File: src/rtl/mseq_pkg.sv
// Shared constants and types for the multicycle ARM step sequencer.
// Control-word field positions, fixed step words, class enum, condition codes.
package mseq_pkg;

    localparam int W_BITS = 20;

    localparam int B_MEM_WRITE  = 19;
    localparam int B_IR_WRITE   = 18;
    localparam int B_MEM_READ   = 17;
    localparam int B_REG_WRITE  = 16;
    localparam int B_REG_DST    = 14;
    localparam int B_REG_SRC    = 12;
    localparam int B_ALU_SRC_A  = 10;
    localparam int B_ALU_SRC_B  = 8;
    localparam int B_ALU_OP     = 4;
    localparam int B_NZCV_WRITE = 3;
    localparam int B_IMM_SRC    = 1;
    localparam int B_REG_B_DST  = 0;

    localparam logic [W_BITS-1:0] W_FETCH   = 20'h76140;
    localparam logic [W_BITS-1:0] W_DECODE  = 20'h00020;
    localparam logic [W_BITS-1:0] W_RECOVER = 20'h15000;
    localparam logic [W_BITS-1:0] W_BRANCH  = 20'h16244;
    localparam logic [W_BITS-1:0] W_BL_LINK = 20'h19244;
    localparam logic [W_BITS-1:0] W_STR_MEM = 20'h80000;
    localparam logic [W_BITS-1:0] W_LDR_MEM = 20'h20000;
    localparam logic [W_BITS-1:0] W_LDR_WB  = 20'h10000;
    localparam logic [W_BITS-1:0] W_ALU_WB  = 20'h11000;

    localparam logic [3:0] OP_CMP = 4'b1010;
    localparam logic [3:0] OP_MOV = 4'b1101;

    typedef enum logic [2:0] {
        C_FAIL, C_B, C_BL, C_STR, C_LDR, C_CMP, C_MOV, C_ALU
    } cls_e;

    localparam logic [3:0] CC_EQ = 4'd0;
    localparam logic [3:0] CC_NE = 4'd1;
    localparam logic [3:0] CC_CS = 4'd2;
    localparam logic [3:0] CC_CC = 4'd3;
    localparam logic [3:0] CC_MI = 4'd4;
    localparam logic [3:0] CC_PL = 4'd5;
    localparam logic [3:0] CC_VS = 4'd6;
    localparam logic [3:0] CC_VC = 4'd7;
    localparam logic [3:0] CC_HI = 4'd8;
    localparam logic [3:0] CC_LS = 4'd9;
    localparam logic [3:0] CC_GE = 4'd10;
    localparam logic [3:0] CC_LT = 4'd11;
    localparam logic [3:0] CC_GT = 4'd12;
    localparam logic [3:0] CC_LE = 4'd13;
    localparam logic [3:0] CC_AL = 4'd14;

    function automatic logic [2:0] cls_last(cls_e c);
        logic [2:0] r;
        r = 3'd2;
        case (c)
            C_BL, C_STR, C_MOV, C_ALU: r = 3'd3;
            C_LDR:                     r = 3'd4;
            default:                   r = 3'd2;
        endcase
        return r;
    endfunction

endpackage

File: src/rtl/mseq_cond_eval.sv
// ARM condition-code evaluation against the live NZCV flags.
// COND_FULL=0 selects the legacy pass rule.
module mseq_cond_eval
    import mseq_pkg::*;
#(
    parameter bit COND_FULL = 1'b1
) (
    input  logic [3:0] cond_i,
    input  logic [3:0] nzcv_i,
    output logic       pass_o
);

    logic n, z, c, v;

    assign {n, z, c, v} = nzcv_i;

    always_comb begin
        pass_o = 1'b1;
        if (!COND_FULL) begin
            pass_o = (cond_i[3:1] == 3'b111) || (cond_i[0] ^ z);
        end else begin
            unique case (cond_i)
                CC_EQ:   pass_o = z;
                CC_NE:   pass_o = !z;
                CC_CS:   pass_o = c;
                CC_CC:   pass_o = !c;
                CC_MI:   pass_o = n;
                CC_PL:   pass_o = !n;
                CC_VS:   pass_o = v;
                CC_VC:   pass_o = !v;
                CC_HI:   pass_o = c && !z;
                CC_LS:   pass_o = !c || z;
                CC_GE:   pass_o = (n == v);
                CC_LT:   pass_o = (n != v);
                CC_GT:   pass_o = !z && (n == v);
                CC_LE:   pass_o = z || (n != v);
                default: pass_o = 1'b1;
            endcase
        end
    end

endmodule

File: src/rtl/multicycle_sequencer.sv
// Step sequencer for the multicycle ARM datapath: one 20-bit control
// word per cycle from the step register, latched class and NZCV.
module multicycle_sequencer
    import mseq_pkg::*;
#(
    parameter int STEP_W    = 3,
    parameter bit MEM_WAIT  = 1'b1,
    parameter bit COND_FULL = 1'b1
) (
    input  logic              clk,
    input  logic              reset,
    input  logic [11:0]       inst,
    input  logic [3:0]        nzcv,
    input  logic              mem_ready,
    output logic              mem_write,
    output logic              ir_write,
    output logic              mem_read,
    output logic              reg_write,
    output logic [1:0]        reg_dst,
    output logic [1:0]        reg_src,
    output logic [1:0]        alu_src_a,
    output logic [1:0]        alu_src_b,
    output logic [1:0]        imm_src,
    output logic [3:0]        alu_op,
    output logic              nzcv_write,
    output logic              reg_b_dst,
    output logic [STEP_W-1:0] step,
    output logic              cond_pass,
    output logic              instr_done
);

    localparam logic [STEP_W-1:0] S0 = STEP_W'(0);
    localparam logic [STEP_W-1:0] S1 = STEP_W'(1);
    localparam logic [STEP_W-1:0] S2 = STEP_W'(2);
    localparam logic [STEP_W-1:0] S3 = STEP_W'(3);
    localparam logic [STEP_W-1:0] S4 = STEP_W'(4);

    logic [STEP_W-1:0] step_q, step_d, last_q, last_d;
    cls_e              cls_q, cls_d, cls_w;
    logic              pass_q, pass_d, pass_w;
    logic [5:0]        fld_q, fld_d;

    logic              legal, mem_acc, advance, is_last;
    logic              f_i, f_u, f_s;
    logic [3:0]        f_op;
    logic [1:0]        src_b;
    logic [W_BITS-1:0] word, word_o;

    mseq_cond_eval #(
        .COND_FULL(COND_FULL)
    ) u_cond (
        .cond_i (inst[11:8]),
        .nzcv_i (nzcv),
        .pass_o (pass_w)
    );

    always_comb begin
        cls_w = C_ALU;
        if (!pass_w)                  cls_w = C_FAIL;
        else if (inst[7])             cls_w = inst[4] ? C_BL : C_B;
        else if (inst[6])             cls_w = inst[0] ? C_LDR : C_STR;
        else if (inst[4:1] == OP_CMP) cls_w = C_CMP;
        else if (inst[4:1] == OP_MOV) cls_w = C_MOV;
    end

    // Word fields come from the copy of inst latched at DECODE.
    assign f_i   = fld_q[5];
    assign f_op  = fld_q[4:1];
    assign f_u   = fld_q[3];
    assign f_s   = fld_q[0];
    assign src_b = f_i ? 2'b10 : 2'b11;

    always_comb begin
        word = '0;
        unique case (step_q)
            S0: word = W_FETCH;
            S1: word = W_DECODE;
            S2: begin
                unique case (cls_q)
                    C_FAIL: word = W_RECOVER;
                    C_B:    word = W_BRANCH;
                    C_BL:   word = W_BL_LINK;
                    C_STR,
                    C_LDR:  word = {10'b0001010101, f_i ? 2'b11 : 2'b10,
                                    f_u ? 4'b0100 : 4'b0010, 3'b001, ~f_s};
                    C_CMP:  word = {10'b0001010101, src_b, 8'b00101000};
                    C_MOV:  word = {10'b0001010110, src_b, 4'b0100,
                                    f_s, 3'b000};
                    C_ALU:  word = {10'b0001010101, src_b, f_op,
                                    f_s, 3'b000};
                    default: word = '0;
                endcase
            end
            S3: begin
                case (cls_q)
                    C_BL:         word = W_RECOVER;
                    C_STR:        word = W_STR_MEM;
                    C_LDR:        word = W_LDR_MEM;
                    C_MOV, C_ALU: word = W_ALU_WB;
                    default:      word = '0;
                endcase
            end
            S4: if (cls_q == C_LDR) word = W_LDR_WB;
            default: word = '0;
        endcase
    end

    assign legal   = (step_q <= S4);
    assign mem_acc = word[B_MEM_READ] | word[B_MEM_WRITE];
    assign advance = !(MEM_WAIT && mem_acc && !mem_ready);
    assign is_last = (step_q >= S2) && (step_q == last_q);

    always_comb begin
        step_d = step_q;
        cls_d  = cls_q;
        last_d = last_q;
        pass_d = pass_q;
        fld_d  = fld_q;
        if (!legal) begin
            step_d = S0;
        end else if (advance) begin
            step_d = is_last ? S0 : step_q + STEP_W'(1);
            if (step_q == S1) begin
                cls_d  = cls_w;
                last_d = STEP_W'(cls_last(cls_w));
                pass_d = pass_w;
                fld_d  = inst[5:0];
            end
        end
    end

    always_ff @(posedge clk) begin
        if (reset) begin
            step_q <= S0;
            cls_q  <= C_FAIL;
            last_q <= S0;
            pass_q <= 1'b0;
            fld_q  <= '0;
        end else begin
            step_q <= step_d;
            cls_q  <= cls_d;
            last_q <= last_d;
            pass_q <= pass_d;
            fld_q  <= fld_d;
        end
    end

    assign word_o     = reset ? '0 : word;
    assign step       = reset ? S0 : step_q;
    assign cond_pass  = !reset && legal && pass_q;
    assign instr_done = !reset && advance && is_last;

    assign mem_write  = word_o[B_MEM_WRITE];
    assign ir_write   = word_o[B_IR_WRITE];
    assign mem_read   = word_o[B_MEM_READ];
    assign reg_write  = word_o[B_REG_WRITE];
    assign reg_dst    = word_o[B_REG_DST +: 2];
    assign reg_src    = word_o[B_REG_SRC +: 2];
    assign alu_src_a  = word_o[B_ALU_SRC_A +: 2];
    assign alu_src_b  = word_o[B_ALU_SRC_B +: 2];
    assign alu_op     = word_o[B_ALU_OP +: 4];
    assign nzcv_write = word_o[B_NZCV_WRITE];
    assign imm_src    = word_o[B_IMM_SRC +: 2];
    assign reg_b_dst  = word_o[B_REG_B_DST];

endmodule
File: config.mk
export PLATFORM = sky130hd
export DESIGN_NAME = multicycle_sequencer
export DESIGN_NICKNAME = d
export VERILOG_FILES = /design/src/rtl/mseq_pkg.sv /design/src/rtl/mseq_cond_eval.sv /design/src/rtl/multicycle_sequencer.sv
export SDC_FILE = /design/constraint.sdc
export NUM_CORES = 1
export LEC_CHECK = 0
export CAP_MARGIN = 20
export CORE_UTILIZATION = 50
export DETAILED_ROUTE_END_ITERATION = 8
export DONT_BUFFER_PORTS = 1
export GPL_TIMING_DRIVEN = 0
export PLACE_DENSITY_LB_ADDON = 0.3
export RECOVER_POWER = 100
export SYNTH_ARGS = -nofsm -noshare
export SYNTH_HDL_FRONTEND = slang
export SYNTH_SLANG_ARGS = --single-unit
export TNS_END_PERCENT = 100
File: constraint.sdc
create_clock -name clk -period 5.93 [get_ports clk]
set_input_delay 1.779 -clock clk [delete_from_list [all_inputs] [get_ports clk]]
set_output_delay 1.779 -clock clk [all_outputs]
set_load 0.01 [all_outputs]
# --- Yosys cells after proc, flatten, opt, wreduce, memory -nomap -nowiden ---
# Cells that the tools add are included.
# Widths: inputs -> output; s select.
word_totals:
  register_bits: 16
  latchBits: 0
  mem_bits_rw: 0
  romBits: 0
  input_bits: 19
  wordCells: 90
  n_memories: 0
classes:
  n_addsub: 1
  multipliers: 0
  n_div: 0
  n_lt_le_gt_ge: 2
  n_eq_ne: 34
  shift: 0
  mux: 19
  bitwise_logic: 4
  n_reduce_logical: 25
op_table:
  columns: ["cell", "n"]
  rows:
  - ["$pmux 20 s7", 1]
  - ["$pmux 20 s5", 1]
  - ["$pmux 20 s4", 1]
  - ["$eq 4x4->1 const B", 8]
  - ["$eq 3x3->1 const B", 8]
  - ["$mux 3", 7]
  - ["$mux 20", 1]
  - ["$eq 3x2->1 const B", 6]
  - ["$mux 17", 1]
  - ["$eq 4x3->1 const B", 4]
  - ["$pmux 1 s14", 1]
  - ["$eq 4x2->1 const B", 2]
  - ["$logic_and 1x1->1", 8]
  - ["$logic_not 1->1", 7]
  - ["$eq 3x1->1 const B", 2]
  - ["$logic_not 3->1", 2]
  - ["$pmux 3 s2", 1]
  - ["$reduce_or 2->1", 3]
  - ["$eq 4x1->1 const B", 1]
  - ["$logic_not 4->1", 1]
  - ["$mux 2", 2]
  - ["$reduce_or 4->1", 1]
  - ["$add 3x1->3 const B", 1]
  - ["$eq 3x3->1", 1]
  - ["9 further kinds", 14]

# --- Depth between registers and ports, before layout ---
depth:
  word_depth: 9
  mapped_depth: 8
  mapped_depth_nobuf: 6

# --- Hierarchy ---
# Synthesis repeated with hierarchy kept, for this count alone.
unflattened:
  hier_cells: 178
  hier_area_um2: 1321.3
by_module_without_submodules:
  columns: ["mod", "n_inst", "cells_each", "area_per_inst_um2", "seq_area_each_um2"]
  rows:
  - ["multicycle_sequencer", 1, 155, 1156.1, 300.3]
  - ["mseq_cond_eval", 1, 23, 165.2, 0.0]

# --- Worst setup path after synthesis ---
# No wires, ideal clock.
synth_timing:
  path_kind: "input to output"
  from: "input port reset"
  to: "output port mem_write"
  arrival_time_ns: 2.445
  required_time_ns: 4.151
  setup_slack_ns: 1.706
  cell_stages: 2
  n_path_buf: 1
  path_cell_list: "clkbuf_1 nor4_1"
synth_via:
  elab_chain_len: 1
synth_lines:
  columns: ["item", "line", "text"]
  rows:
  - ["start: declaration", "multicycle_sequencer.sv:11", "input logic reset,"]
  - ["$mux 20", "multicycle_sequencer.sv:148", "assign word_o = reset ? '0 : word;"]
  - ["end: declaration", "multicycle_sequencer.sv:15", "output logic mem_write,"]
# No other way between the ends.

# --- Worst setup path after layout ---
layout_timing:
  from: "input port reset"
  to: "output port reg_b_dst"
layout_via:
  elab_chain_len: 1
layout_lines:
  columns: ["item", "line", "text"]
  rows:
  - ["$mux 20", "multicycle_sequencer.sv:148", null]
  - ["end: declaration", "multicycle_sequencer.sv:26", "output logic reg_b_dst,"]
# No other way between the ends.

==> results.toml <==
[status]
status = "finished clean"

[finish]
final_area_um2 = 1330
mostFrequentLayoutCells = "nor2_1, a21oi_1, nand2_1, dfxtp_1"
layout_commonest_cell = "nor2_1"
utilization = 0.538
fill_cells = 246
drive_gt1_frac = 0.0559
fin_nets = 203
diodes = 0
area_growth_pct = 2.60

[floorplan]
dieArea_um2 = 2810
initial_core_util = 0.525
die_y_um = 53.0
num_io_pins = 44
core_um2 = 2480
row_count = 18
fp.dieW_um = 53.0

[clock_tree]
ctsHoldBuffers = 0
cts_tree = "done"
clock_latency_ps = 280
post_cts_buffers = 0
cts_sinks = 15
cts.clk_slew.worst_paths_ps = 80
clockBufferDepth = 2
cts_made_buffers = 3
htreeDepth = 1
cts_resized = 0
clockRootBuffer = "clkbuf_4"

[power]
p_int_w = 0.000203
p_clk_frac = 0.160
p_sw_frac = 0.438
p_leak_nw = 0.423
report.power.total_w = 0.000362
p_comb_frac = 0.473
ir_drop_mv = 0.160
powerDensity_nw_per_um2 = 271
power_frac_seq = 0.367
netSwitchingPower_w = 0.000158

[sta]
rsz0062_at_grt = "no"
clock.fmax_mhz = 228
period_needed_ps = 4390
finalHoldViolCount = 0
finalMaxSlewViolations = 0
period_share = 0.741
slew_headroom = 0.393
fin_skew_ps = 5.19
setup_tns_ps = 0
setup_viol = 0
worst_pin_slew_ps = 888
holdWs_ps = 521

[hold_path]
hold_depth = 2
hold-path-endpoint = "fld_q[4]"
min_from = "fld_q[4]"
min_path_type = "flip-flop to flip-flop"

[worst_setup_path]
rr_worst_depth = 8
cp-start-kind = "input port"
crit_type = "input port to output port"
crit_path_max_fanout = 10
crit_chain = "clkbuf_1 -> nor4_1"
critPathTopFamily = "simple AND/OR/NAND/NOR gates"
rrSetupSlack_ps = 3450
r2r-start = "step_q[0]"
r2r_end = "fld_q[1]"
cp_slowest_cell = "nor4_1"
worst-path-buf-inv = 1
slowest_delay_ps = 600
required_ps = 4150
arrival_ps = 2610
crit_path_end_kind = "output port"

[logic_synthesis]
synth_simple_gate_area_share = 0.285
synth_top_family_by_area = "simple AND/OR/NAND/NOR gates"
synth_ff_type = "dfxtp_1"
synth-async-reset-ratio = 0
synth_adder_area_share = 0.0385
synth_seq_cells = 15
synth_edf_count = 0
synth_compound_area_frac = 0.270
ys_seq_area_frac = 0.231
ys_types = 45
synth-xor-area-share = 0.0472
yosys_warnings = 0
netlist_area_um2 = 1300
synth.area.mux_share = 0.0616
avgSynthCellArea_um2 = 7.43
synthCells = 175
syn_nets = 198

[detailed_routing]
wirelength_um = 3210
drc = 0
drtIter0Drc = 38
drtPass1Iterations = 4
wire_per_inst_um = 15.3
via_per_inst = 6.36
vias = 1330
ant_nets = 0

[global_route]
overflow = 0
antenna_found_initial = 0
grt_first_pass_wirelength_um = 4930
track_usage = 0.236
grt_max_degree = 11
grt_pass1_vias = 1138

[placed_design]
dpl-instance-area_um2 = 1340
io_buffer_count = 0
dpl.hpwl_um = 2440
gp_congestion = 0.889

[run]
maxCapViolations = 0
## synthesized netlist by cell type (all sizes together) (2+ instances only)
| cell | instances | area [um2] |
|---|---|---|
| a211oi | 2 | 20.0 |
| dfxtp | 15 | 300 |
| nor3 | 4 | 20.0 |
| ha | 4 | 50.1 |
| nand3b | 3 | 22.5 |
| a22oi | 2 | 15.0 |
| nand2b | 3 | 18.8 |
| mux2i | 8 | 80.1 |
| buf | 2 | 22.5 |
| clkbuf | 6 | 22.5 |
| nand2 | 15 | 56.3 |
| or3 | 2 | 12.5 |
| nor3b | 2 | 20.0 |
| nand3 | 8 | 40.0 |
| nor4 | 4 | 25.0 |
| o21a | 2 | 15.0 |
| o211ai | 3 | 22.5 |
| nor2 | 24 | 90.1 |
| a21oi | 17 | 85.1 |
| xnor2 | 6 | 52.6 |
| o311a | 2 | 31.3 |
| inv | 9 | 33.8 |
| o21ai | 9 | 45.0 |
| o32ai | 4 | 57.6 |
| nor2b | 3 | 18.8 |
| clkinv | 2 | 7.51 |
## how the worst max path moves through the flow
stage	start	depth (start not counted)	slack (ps)	end
after floorplan	reset	2	1710	mem_write
after global placement	reset	2	1570	reg_b_dst
after detailed placement	reset	2	1570	reg_b_dst
after CTS	reset	2	1560	reg_b_dst
after global routing	reset	2	1510	reg_b_dst
final	reset	2	1540	reg_b_dst
## metrics by stage
stage | worst slack (ps) | cells
CTS | 1560 | 209
detailed placement | 1570 | 205
global route | 1510 | 209
floorplan | 1710 | 175
finish | 1540 | 209
global placement | 1570 | 205
## flip-flops by register name, summed over array words and instances, names as in the netlist
register / flops
cls_q: 2
fld_q: 6
last_q: 3
pass_q: 1
step_q: 3
## area by class of cell
class	count	area, um2	share of cell area
tap	30	37.5	0.0281
sequential	15	300	0.225
multi-input combinational	141	898	0.674
buffer	8	30.0	0.0225
clock buffer	4	26.3	0.0197
inverter	11	41.3	0.0310
## worst register-to-register path, stage by stage (launching register included)
cell	delay, ps
dfxtp_1	390
ha_1	230
ha_1	260
inv_1	110
o311a_1	170
clkbuf_1	440
clkbuf_1	450
mux2i_1	250
nor2_1	50
## power by group through the flow
stage                     Sequential, W  Combinational (W)   Clock, W
after CTS                      0.000133           0.000178  0.0000606
after global routing           0.000136           0.000191  0.0000652
after floorplan                0.000130           0.000148          0
after global placement         0.000134           0.000173          0
after detailed placement       0.000135           0.000177          0
final                          0.000133           0.000171  0.0000577
## metal layers
layer  up-vias  GRT usage  routed length [um]
li1        644          -                   -
met1       607      0.289                1410
met2        67      0.403                1480
met3        12     0.0345                 227
met4         0      0.105                  88
met5         -          0                   0
## cell families (layout without fill, tap and decap cells)
family / count (synthesis) / count (layout)
AND/OR/NAND/NOR: 74 / 74
flip-flops: 15 / 15
adder cells (fa/ha/maj): 4 / 4
XOR/XNOR: 7 / 7
buffers and inverters: 19 / 23
multiplexers: 8 / 8
AO/OA/AOI/OAI: 48 / 48
(Power assumes the default switching activity.)
